$ cat src/rtl/vx_index_release.sv
// Response-release stage: tags each beat with its per-tag beat index, looks up slot metadata,
// and frees the slot when the final beat of a tag leaves the block.
module vx_index_release #(
  parameter int unsigned DATAW    = 1,
  parameter int unsigned RSPW     = 1,
  parameter int unsigned SIZE     = 1,
  parameter int unsigned MAXBEATS = 1,
  localparam int unsigned ADDRW   = (SIZE > 1) ? $clog2(SIZE) : 1,
  localparam int unsigned BEATW   = (MAXBEATS > 1) ? $clog2(MAXBEATS) : 1
) (
  input  logic             clk,
  input  logic             reset_n,
  input  logic             rsp_valid,
  input  logic [ADDRW-1:0] rsp_tag,
  input  logic [RSPW-1:0]  rsp_data,
  input  logic             rsp_last,
  output logic             rsp_ready,
  output logic [ADDRW-1:0] read_addr,
  input  logic [DATAW-1:0] read_data,
  output logic [ADDRW-1:0] release_addr,
  output logic             release_slot,
  output logic             out_valid,
  output logic [ADDRW-1:0] out_tag,
  output logic [DATAW-1:0] out_meta,
  output logic [RSPW-1:0]  out_data,
  output logic [BEATW-1:0] out_beat,
  output logic             out_last,
  input  logic             out_ready,
  output logic             busy,
  output logic             err
);

  logic             l_valid;
  logic [ADDRW-1:0] l_tag;
  logic [RSPW-1:0]  l_data;
  logic [BEATW-1:0] l_beat;
  logic             l_last;

  logic [BEATW-1:0] beat_cnt [SIZE];

  logic             l_advance;
  logic             accept;
  logic [BEATW-1:0] cur_cnt;
  logic             cnt_wrap;

  always_comb begin
    l_advance    = l_valid && (!out_valid || out_ready);
    rsp_ready    = !l_valid || l_advance;
    accept       = rsp_valid && rsp_ready;
    // Look up the incoming tag so read_data lines up with stage L on the next cycle.
    read_addr    = accept ? rsp_tag : l_tag;
    cur_cnt      = beat_cnt[rsp_tag];
    cnt_wrap     = (cur_cnt == BEATW'(MAXBEATS - 1));
    release_slot = out_valid && out_ready && out_last;
    release_addr = release_slot ? out_tag : '0;
    busy         = l_valid || out_valid;
  end

  // Control state and beat counters.
  always_ff @(posedge clk) begin
    if (!reset_n) begin
      l_valid   <= 1'b0;
      out_valid <= 1'b0;
      err       <= 1'b0;
      for (int i = 0; i < int'(SIZE); i++) begin
        beat_cnt[i] <= '0;
      end
    end else begin
      if (accept) begin
        l_valid <= 1'b1;
      end else if (l_advance) begin
        l_valid <= 1'b0;
      end

      if (l_advance) begin
        out_valid <= 1'b1;
      end else if (out_ready) begin
        out_valid <= 1'b0;
      end

      if (accept) begin
        if (rsp_last || cnt_wrap) begin
          beat_cnt[rsp_tag] <= '0;
        end else begin
          beat_cnt[rsp_tag] <= cur_cnt + 1'b1;
        end
        if (cnt_wrap && !rsp_last) begin
          err <= 1'b1;
        end
      end
    end
  end

  // Datapath registers carry no reset; the valid bits qualify them.
  always_ff @(posedge clk) begin
    if (accept) begin
      l_tag  <= rsp_tag;
      l_data <= rsp_data;
      l_last <= rsp_last;
      l_beat <= cur_cnt;
    end
    if (l_advance) begin
      out_tag  <= l_tag;
      out_meta <= read_data;
      out_data <= l_data;
      out_beat <= l_beat;
      out_last <= l_last;
    end
  end

endmodule
$ cat config.mk
export PLATFORM = sky130hd
export DESIGN_NAME = vx_index_release
export DESIGN_NICKNAME = d
export VERILOG_FILES = /design/src/rtl/vx_index_release.sv
export SDC_FILE = /design/constraint.sdc
export NUM_CORES = 1
export LEC_CHECK = 0
export CAP_MARGIN = 20
export CELL_PAD_IN_SITES_DETAIL_PLACEMENT = 0
export CELL_PAD_IN_SITES_GLOBAL_PLACEMENT = 1
export CORE_MARGIN = 8
export CORE_UTILIZATION = 27
export CTS_CLUSTER_DIAMETER = 150
export DETAILED_ROUTE_END_ITERATION = 6
export GPL_ROUTABILITY_DRIVEN = 0
export PLACE_DENSITY_LB_ADDON = 0.1
export SYNTH_ARGS = -nofsm -noshare
export SYNTH_HDL_FRONTEND = slang
export SYNTH_SLANG_ARGS = --single-unit
$ cat constraint.sdc
create_clock -name clk -period 1.1 [get_ports clk]
set_input_delay 0.22 -clock clk [delete_from_list [all_inputs] [get_ports clk]]
set_output_delay 0.22 -clock clk [all_outputs]
set_load 0.005 [all_outputs]
==> metrics <==
clk sinks=13; final instance area=840.8 sq um; GRT overflow=0; most numerous cell in the Yosys netlist=edfxtp_1; top cells by area, synth=edfxtp_1, dfxtp_1, and4bb_2; Slew Viols, Final=0; fraction of synthesized area in multiplexers=0%; Lkg Pwr=0.3678 nW; Starting Density=approximately 28%; global-route usage over all layers=6.551%; H-tree Lvls=1; Hold Vio Cnt, Final=0; syn_area_per_cell=roughly 15 sq um; startpoint types=flop; Final Critical Period=between 1000 and 1500 ps; xor/xnor share of the synthesized area=0%; worst path required time=between 800 and 900 ps; crit-path max FO=3; initial antenna violation count=0; Setup-failing EPs final=14; WL final=1127 microns; Max Clk Rate=737.1 MHz; I/O pin total=20; Power Density=around 1200 nW/um^2; clk buf depth=2; first-pass GRT wire length=1669 microns; die height=around 58 microns; Hold Path Class=reg -> reg; Final Cycle Share=123.3%; synthesis-stage register bit count=13; biggest area consumer among synthesized cells=edfxtp_1; status=finished with violations; number of enable flip-flop cells after synthesis=9; CP endpoint kind=primary output; syn nets=40; post-route worst setup slack=-256.6 ps; number of port buffers=19; clk root buf=clkbuf_4; clock latency at the later pin of the worst-skew pair=270 ps; drt first pass iters=2; largest family of logic cells by synthesized area=simple AND/OR/NAND/NOR gates; post-synth cell types=20; RSZ-0062 raised after global routing=true; sequential area share after synthesis=between 70% and 80%; ant diodes=0; skew final=4.634 ps; Die X=57.91 microns; clock-pin slew on the worst setup and hold paths=80 ps; Die ar.=3354 sq um; top_reg_cell synth=edfxtp_1; Synth top cells by count=edfxtp_1, dfxtp_1, nor2b_1; post-synthesis simple-gate area fraction=16.09%; Post-route DRC=0; Routed Antenna Nets=0; dpl cell area=between 700 and 800 sq um; # rows=15; pin count of the biggest net entering global routing=8; layout cell share with drive strength beyond 1=51.43%; DPL Wire Length=819.3 microns; vias in the first global route=400; via count=383; Reg2Reg Depth=5; Worst Path Arrival=1140 ps; MaxCap Viol Count=0; Adder-Cell Fraction of Synth Area=0%; top cell type's share of synthesized area=56.99%; Gate Count Post-Synth=32; failing checks=setup timing; Synth Area in Compound Gates=7.652%; DR vias/cell=4.402; CP Class=reg -> out; post-DR wirelength/cell=around 13 microns; worst hold stages=0; Num CTS Buffers=3; CTS tree=done; Cell Area, Synth=474.2 sq um; core area=1689 sq um; Synth warnings=0; DRT iter0 DRCs=3; asr flop ratio synth=0%; P&R area growth vs syn=77.31%; Final Util=49.78%; maximum vdd drop=0.6413 mV; final net count=a little under 80
placed cells by master, fill, tap and decap left out, types with 2 or more instances in the layout:
cell / Yosys / layout
buf_2: 0 / 4
buf_4: 0 / 9
buf_6: 0 / 9
clkbuf_2: 0 / 2
clkbuf_4: 0 / 3
clkdlybuf4s15_1: 0 / 2
clkdlybuf4s50_1: 0 / 5
dfxtp_1: 4 / 2
dfxtp_2: 0 / 2
dlygate4sd2_1: 0 / 3
edfxtp_1: 9 / 9
nor2b_1: 2 / 2
registers in the layout, summed over array words and instances (netlist names):
| name | flops |
|---|---|
| out_meta | 1 |
| out_last | 1 |
| l_last | 1 |
| l_tag | 1 |
| l_beat | 1 |
| out_beat | 1 |
| l_valid | 1 |
| beat_cnt | 1 |
| out_tag | 1 |
| err | 1 |
| l_data | 1 |
| out_data | 1 |
| out_valid | 1 |
worst max-delay path: stages (launching register included):
cell and delay [ps]:
dfxtp_2 330, and3b_2 220, o211ai_1 180, buf_2 150
metrics by stage:
step	instances	setup WS [ps]	setup TNS (ps)	hold slack [ps]	power (W)
global route	87	-345.6	-2420	436.9	0.001048
global placement	77	-754.7	-7163	400.8	0.0007058
floorplan	32	14.34	0	318.9	0.0006071
CTS	85	-270.2	-1236	426.9	0.0009914
finish	87	-256.6	-1713	418.2	0.0009919
detailed placement	77	-795.0	-7746	407.5	0.0007090
where the power goes:
| group | internal, W | switching (W) |
|---|---|---|
| registers | 0.000555 | 0.0000126 |
| clock network | 0.000140 | 0.000147 |
| logic | 0.0000895 | 0.0000475 |
| total | 0.000785 | 0.000207 |
per-layer routing:
layer | global-route usage (%) | up-vias | part of all wire, %
li1 | - | 194 | -
met1 | 5.814 | 173 | 43
met2 | 11.78 | 14 | 48
met3 | 2.870 | 2 | 8.2
met4 | 4.196 | 0 | 0.35
met5 | 0 | - | 0
area by class of cell:
type | count | area (sq um)
repair buffers | 34 | 295.3
clock buffers | 4 | 26.28
inverters | 2 | 10.01
multi-input cells | 17 | 135.1
fillers | 157 | 848.3
flip-flops and latches | 13 | 352.8
well taps | 17 | 21.27
repair_timing:
item	4_1_cts	5_1_grt
pin swaps	5	2
endpoints found under the setup margin	23	18
resized for setup	50	10
buffers inserted	5	3
hold buffers	0	0
worst paths after layout:
path                                 from        end  slack (ps)
worst max register to register  out_valid     l_data        -180
worst min register to register     l_data   out_data         420
worst max-delay path            out_valid  read_addr        -260
worst min-delay path               l_data   out_data         420
cells by family after synthesis:
kind of cell	after synthesis
flip-flops	13
AND/OR/NAND/NOR	11
AO/OA/AOI/OAI	5
buffers and inverters	2
other	1
Note: power is estimated with default switching activity, not from simulation.
